$ cat src/rtl/seg7_scan_display.sv
// seg7_scan_display
//   N-digit multiplexed common-anode 7-segment driver for the score path.
//   A binary value is accepted on a valid/busy handshake, converted to BCD by
//   a one-bit-per-clock shift-add-3 engine, committed to a display register,
//   and scanned out one digit per REFRESH_DIV clocks.
//
// Parameters
//   DIGITS      : digits scanned (BCD width 4*DIGITS)
//   VALUE_W     : binary input width
//   REFRESH_DIV : clocks per digit slot (>= 2)
//
// Ports
//   CLK, RST    : clock, synchronous active-high reset
//   enable      : 1 = display on, 0 = blank (conversion unaffected)
//   value       : binary value to display
//   value_valid : load request
//   busy        : conversion in progress
//   overflow    : last committed value was >= 10^DIGITS (display clamped)
//   seg7        : active-low segments, bit6 = a .. bit0 = g
//   COM         : active-low one-hot digit select, COM[0] = ones digit
//
// Build option
//   SEG7_LEADING_BLANK_EN : blank zero digits above the most significant
//                           non-zero digit (ones digit never blanked).

module seg7_scan_display #(
    parameter int DIGITS      = 4,
    parameter int VALUE_W     = 14,
    parameter int REFRESH_DIV = 2500
) (
    input  logic               CLK,
    input  logic               RST,
    input  logic               enable,
    input  logic [VALUE_W-1:0] value,
    input  logic               value_valid,
    output logic               busy,
    output logic               overflow,
    output logic [6:0]         seg7,
    output logic [DIGITS-1:0]  COM
);

    localparam int BW = 4 * DIGITS;
    localparam int CW = (VALUE_W > 1) ? $clog2(VALUE_W) : 1;
    localparam int DW = $clog2(REFRESH_DIV);
    localparam int IW = (DIGITS > 1) ? $clog2(DIGITS) : 1;

    // 10^DIGITS, saturated once it exceeds the input range so wide DIGITS
    // settings cannot overflow the constant.
    function automatic longint unsigned pow10_sat(input int n);
        longint unsigned p;
        p = 1;
        for (int i = 0; i < n; i++)
            if (p <= (64'd1 << VALUE_W)) p = p * 10;
        return p;
    endfunction

    localparam longint unsigned LIMIT = pow10_sat(DIGITS);

    typedef enum logic [1:0] {S_IDLE, S_SHIFT, S_COMMIT} state_t;

    state_t             r_state;
    logic [CW-1:0]      r_cnt;
    logic [BW-1:0]      r_bcd;
    logic [VALUE_W-1:0] r_bin;
    logic               r_ovf_cur;
    logic               r_pend_vld;
    logic [VALUE_W-1:0] r_pend_val;
    logic [BW-1:0]      r_disp;

    logic [BW-1:0]      w_adj;
    logic               w_start;
    logic [VALUE_W-1:0] w_start_val;

    // Add-3 correction applied before each shift.
    always_comb begin
        w_adj = r_bcd;
        for (int d = 0; d < DIGITS; d++)
            if (r_bcd[4*d +: 4] >= 4'd5) w_adj[4*d +: 4] = r_bcd[4*d +: 4] + 4'd3;
    end

    // A new conversion starts from IDLE on a request, or at commit when a
    // request is either arriving now (newest wins) or already pending.
    always_comb begin
        w_start     = 1'b0;
        w_start_val = value;
        if (r_state == S_IDLE) begin
            w_start = value_valid;
        end else if (r_state == S_COMMIT) begin
            w_start = value_valid || r_pend_vld;
            if (!value_valid) w_start_val = r_pend_val;
        end
    end

    always_ff @(posedge CLK) begin
        if (RST) begin
            r_state    <= S_IDLE;
            r_cnt      <= '0;
            r_bcd      <= '0;
            r_bin      <= '0;
            r_ovf_cur  <= 1'b0;
            r_pend_vld <= 1'b0;
            r_pend_val <= '0;
            r_disp     <= '0;
            busy       <= 1'b0;
            overflow   <= 1'b0;
        end else begin
            if (r_state == S_COMMIT) begin
                r_disp     <= r_ovf_cur ? {DIGITS{4'd9}} : r_bcd;
                overflow   <= r_ovf_cur;
                r_pend_vld <= 1'b0;
                r_state    <= S_IDLE;
                busy       <= 1'b0;
            end
            if (r_state == S_SHIFT) begin
                {r_bcd, r_bin} <= {w_adj[BW-2:0], r_bin, 1'b0};
                r_cnt          <= r_cnt + 1'b1;
                if (r_cnt == CW'(VALUE_W - 1)) r_state <= S_COMMIT;
                if (value_valid) begin
                    r_pend_vld <= 1'b1;
                    r_pend_val <= value;
                end
            end
            if (w_start) begin
                r_bin     <= w_start_val;
                r_bcd     <= '0;
                r_cnt     <= '0;
                r_ovf_cur <= (64'(w_start_val) >= LIMIT);
                r_state   <= S_SHIFT;
                busy      <= 1'b1;
            end
        end
    end

    // ---------------- scan ----------------
    logic [DW-1:0] r_div;
    logic [IW-1:0] r_idx;
    logic          r_lit;
    logic          w_wrap;
    logic [IW-1:0] w_idx_nxt;
    logic [3:0]    w_nib;
    logic          w_blank;
    logic [6:0]    w_seg_nxt;

    assign w_wrap    = (r_div == DW'(REFRESH_DIV - 1));
    assign w_idx_nxt = !w_wrap ? r_idx : (r_idx == IW'(DIGITS - 1)) ? '0 : r_idx + 1'b1;
    assign w_nib     = r_disp[4*w_idx_nxt +: 4];

`ifdef SEG7_LEADING_BLANK_EN
    // Digit is blank when it and every digit above it are zero.
    always_comb begin
        logic hi_zero;
        hi_zero = 1'b1;
        w_blank = 1'b0;
        for (int d = DIGITS - 1; d >= 1; d--) begin
            if (r_disp[4*d +: 4] != 4'd0) hi_zero = 1'b0;
            if (d == int'(w_idx_nxt)) w_blank = hi_zero;
        end
    end
`else
    assign w_blank = 1'b0;
`endif

    always_comb begin
        case (w_nib)
            4'd0:    w_seg_nxt = 7'b0000001;
            4'd1:    w_seg_nxt = 7'b1001111;
            4'd2:    w_seg_nxt = 7'b0010010;
            4'd3:    w_seg_nxt = 7'b0000110;
            4'd4:    w_seg_nxt = 7'b1001100;
            4'd5:    w_seg_nxt = 7'b0100100;
            4'd6:    w_seg_nxt = 7'b0100000;
            4'd7:    w_seg_nxt = 7'b0001111;
            4'd8:    w_seg_nxt = 7'b0000000;
            4'd9:    w_seg_nxt = 7'b0000100;
            default: w_seg_nxt = 7'b1111111;
        endcase
        if (w_blank) w_seg_nxt = 7'b1111111;
    end

    // Segments are reloaded only at a slot boundary (or when coming out of
    // blanking) so a commit mid-slot never changes a lit digit.
    always_ff @(posedge CLK) begin
        if (RST) begin
            r_div <= '0;
            r_idx <= '0;
            r_lit <= 1'b0;
            COM   <= '1;
            seg7  <= 7'b1111111;
        end else begin
            r_div <= w_wrap ? '0 : r_div + 1'b1;
            r_idx <= w_idx_nxt;
            r_lit <= enable;
            if (!enable) begin
                COM  <= '1;
                seg7 <= 7'b1111111;
            end else begin
                COM <= ~(DIGITS'(1) << w_idx_nxt);
                if (w_wrap || !r_lit) seg7 <= w_seg_nxt;
            end
        end
    end

endmodule

$ cat config.mk
export PLATFORM = sky130hd
export DESIGN_NAME = seg7_scan_display
export DESIGN_NICKNAME = d
export VERILOG_FILES = /design/src/rtl/seg7_scan_display.sv
export SDC_FILE = /design/constraint.sdc
export NUM_CORES = 1
export LEC_CHECK = 0
export CAP_MARGIN = 20
export CORE_MARGIN = 4
export CORE_UTILIZATION = 28
export CTS_BUF_LIST = sky130_fd_sc_hd__clkbuf_8
export DETAILED_ROUTE_END_ITERATION = 8
export GPL_TIMING_DRIVEN = 0
export PLACE_DENSITY = 0.45
export SLEW_MARGIN = 20
export SYNTH_ARGS = -nofsm -noshare
export SYNTH_HDL_FRONTEND = slang
export SYNTH_SLANG_ARGS = --single-unit
$ cat constraint.sdc
create_clock -name CLK -period 3 [get_ports CLK]
set_input_delay 0.9 -clock CLK [delete_from_list [all_inputs] [get_ports CLK]]
set_output_delay 0.9 -clock CLK [all_outputs]
set_load 0.02 [all_outputs]
==> impl_metrics.tcl <==
set metrics [dict create \
    layout.cells.non_filler 779 \
    grt_pass1_vias 3453 \
    utilization_pct 33.64 \
    first_pass_grt_wire_length_mm 17.76 \
    post_synth.cell_area_avg_um2 8.384 \
    tightest_slew_ps 666.3 \
    die_h_um 133.4 \
    grt_use_total_pct 12.47 \
    route.met2.wl_mm 4.962 \
    io_buffer_count 29 \
    vdd.ir_drop.worst_mv 0.2842 \
    cts-hold-fix-buffers 0 \
    clockRootBuffer "sky130_fd_sc_hd__clkbuf_8" \
    post_cts_resize_count 0 \
    netlist_instances 525 \
    ys_warn_count 0 \
    areal_power_density_over_the_cells_mw_per_mm2 461.0 \
    finalMaxSlewViolations 0 \
    worst_skew_pair.late_latency_ps 380 \
    floorplan.die.width_um 133.4 \
    initial_antenna_violation_count 0 \
    synth.yosys.seq_area_share_pct 43.66 \
    fin_setup_tns_ps 0 \
    arrival_time_reported_for_the_critical_path_endpoint_ps 3030 \
    largest_net_degree_at_the_start_of_global_routing 15 \
    outcome "finished, final reports clean" \
    finalWorstPathRequiredPeriod_ps 2780 \
    power.static_leakage_nw 1.781 \
    synth-edff-count 0 \
    multiInputGateArea_mm2 0.002310 \
    drt-wirelength-per-cell_um 13.71 \
    synth-seq-cells 96 \
    clock_path_buffers 2 \
    synthesis.nets 560 \
    synth_top_flop_cell "sky130_fd_sc_hd__dfxtp_1" \
    drive_gt1_share_pct 5.810 \
    area_growth_pct 17.06 \
    finClkSkew_ps 11.11 \
    place.detailed.hpwl_mm 7.883 \
    n_fill_cell 1655 \
    row_count 45 \
    register_area_mm2 0.001922 \
    dieArea_mm2 0.01779 \
    clock_buffers_created_by_tritoncts 9 \
    final_report_hold_violation_count 0 \
    max_freq_mhz 359.7 \
    route.vias.total 3664 \
    place_inst 765 \
    mappedNetlistArea_mm2 0.004402 \
    drc 0 \
    detailedRoute.firstIterationViolations 180 \
    timing.final.crit_share_pct 92.68 \
    viasPerCell 4.703 \
    worst-setup-path-type "primary input to register" \
    number_of_distinct_library_cell_variants_in_the_gate_level_netlist_after_synthesis 47 \
    drt.antenna.violating_nets 0 \
    route.layer.met1.wl_mm 5.105 \
    number_of_detailed_routing_iterations_run_before_antenna_repair 4 \
    top_layer_used "met4" \
    maxCapViolations 0 \
    async_reset_ff_share_pct 0 \
    worst_setup_path_end_kind "register" \
    finalHoldWorstSlack_ps 460.4 \
    finalWirelength_mm 10.68 \
    cts_setup_buffers 0 \
    timing.critical_path.fanout_max 10 \
    grt-ovfl-total 0 \
    critical_path.startpoint_type "primary input" \
    boundaryPins 31 \
    placeableCoreArea_mm2 0.01531 \
    slew_headroom_pct 55.58 \
    report.final.setup_viol 0 \
    cts.reportedPaths.clkPinSlew_ps 90 \
    htree_levels 3 \
    tritoncts_num_sinks 96 \
    cts_tree "yes" \
    met3_length_um 378 \
    globalplace.congestion 0.7851 \
    antennaDiodeCount 0 \
    start_util_pct 28.74 \
    finish.net_count 600 \
    min-delay-path-class "register to register" \
    critPathRequiredTime_ps 3250 \
]
## routing by layer
layer  vias up  track usage (%)
li1       1858                -
met1      1742            16.25
met2        48            19.75
met3        16            3.134
met4         0            5.086
met5         -                0
## power by group
group          switching (W)  total [W]  internal, W
clock               0.000453   0.000824     0.000371
combinational       0.000131   0.000213    0.0000820
sequential         0.0000250    0.00134      0.00131
total               0.000609    0.00238      0.00177
## layout make-up
class                   count  share of cell area [%]
plain buffers              29                   2.526
clock buffers               9                   2.404
clock inverters             5                   1.020
inverters                  16                   1.166
multi-input cells         384                   44.83
flip-flops and latches     96                   37.30
well taps                 211                   5.124
repair buffers             29                   5.634
## cell usage after synthesis (2+ instances only)
cell type	number	area, µm²
sky130_fd_sc_hd__a2111oi_0	3	26.28
sky130_fd_sc_hd__a211oi_1	12	90.09
sky130_fd_sc_hd__a21oi_1	51	255.2
sky130_fd_sc_hd__a221oi_1	6	52.55
sky130_fd_sc_hd__a311oi_1	4	35.03
sky130_fd_sc_hd__and3_1	2	12.51
sky130_fd_sc_hd__and4_1	2	17.52
sky130_fd_sc_hd__buf_1	2	7.510
sky130_fd_sc_hd__buf_6	2	22.52
sky130_fd_sc_hd__clkbuf_1	22	82.58
sky130_fd_sc_hd__dfxtp_1	96	1922
sky130_fd_sc_hd__ha_1	17	212.7
sky130_fd_sc_hd__inv_1	16	60.06
sky130_fd_sc_hd__mux2_2	2	22.52
sky130_fd_sc_hd__mux2i_1	18	180.2
sky130_fd_sc_hd__mux2i_2	2	27.53
sky130_fd_sc_hd__nand2_1	83	311.6
sky130_fd_sc_hd__nand2b_1	9	56.30
sky130_fd_sc_hd__nand3_1	13	65.06
sky130_fd_sc_hd__nand3b_1	4	30.03
sky130_fd_sc_hd__nand4_1	2	12.51
sky130_fd_sc_hd__nor2_1	69	259.0
sky130_fd_sc_hd__nor2b_1	6	37.54
sky130_fd_sc_hd__nor3_1	24	120.1
sky130_fd_sc_hd__nor4_1	2	12.51
sky130_fd_sc_hd__nor4b_4	2	47.55
sky130_fd_sc_hd__o21ai_0	15	75.07
sky130_fd_sc_hd__or3_1	2	12.51
sky130_fd_sc_hd__xnor2_1	8	70.07
sky130_fd_sc_hd__xor2_1	12	105.1
## registers in the layout (all words and copies together), names as in the netlist
name	flops
seg7	7
r_div	12
r_state	2
r_pend_val	14
COM	4
r_bcd	16
r_cnt	4
r_bin	14
overflow	1
r_disp	16
r_pend_vld	1
busy	1
r_ovf_cur	1
r_idx	2
r_lit	1
## worst max-delay path, stage by stage
cell,delay [ps]
sky130_fd_sc_hd__clkdlybuf4s50_1,510
sky130_fd_sc_hd__a21oi_1,200
sky130_fd_sc_hd__or2_2,130
sky130_fd_sc_hd__clkbuf_1,410
sky130_fd_sc_hd__buf_1,480
sky130_fd_sc_hd__nor2_1,110
sky130_fd_sc_hd__a221oi_1,230
sky130_fd_sc_hd__nor2_1,60
## per-stage QoR
step,worst slack [ps],instance area (µm²),total power [W]
floorplan,433.3,4402,0.001491
global placement,-178.7,4956,0.001579
detailed placement,-196.0,4956,0.001583
CTS,86.52,5132,0.002424
global route,-17.98,5152,0.002496
finish,219.7,5152,0.002375
## path summary, 6_finish.rpt
| check | from | end | slack (ps) | depth (start not counted) |
|---|---|---|---|---|
| setup reg to reg | r_div[0] | seg7[2] | 260 | 13 |
| hold / removal | r_pend_val[9] | r_pend_val[9] | 460 | 2 |
| setup / recovery | value_valid | r_bin[9] | 220 | 8 |
| hold reg to reg | r_pend_val[9] | r_pend_val[9] | 460 | 2 |
## kinds of logic after synthesis
kind of cell               after synthesis  share of synthesized area, %
and+or+nand+nor                        228                         24.39
AOI/OAI and AO/OA                       96                         13.25
DFF                                     96                         43.66
buffers and inverters                   45                         4.321
muxes                                   23                         5.571
xor gates and xnor gates                20                         3.980
adders and majority gates               17                         4.832
## cells in the final DEF (no fill, tap or decap), types with 13 or more instances in the layout
cell                               n
sky130_fd_sc_hd__o21ai_0          15
sky130_fd_sc_hd__nand2_1          83
sky130_fd_sc_hd__inv_1            18
sky130_fd_sc_hd__a21oi_1          51
sky130_fd_sc_hd__clkdlybuf4s50_1  29
sky130_fd_sc_hd__nor3_1           24
sky130_fd_sc_hd__ha_1             17
sky130_fd_sc_hd__dfxtp_1          96
sky130_fd_sc_hd__nand3_1          13
sky130_fd_sc_hd__nor2_1           69
sky130_fd_sc_hd__clkbuf_1         22
sky130_fd_sc_hd__mux2i_1          18
(Power assumes the default switching activity.)
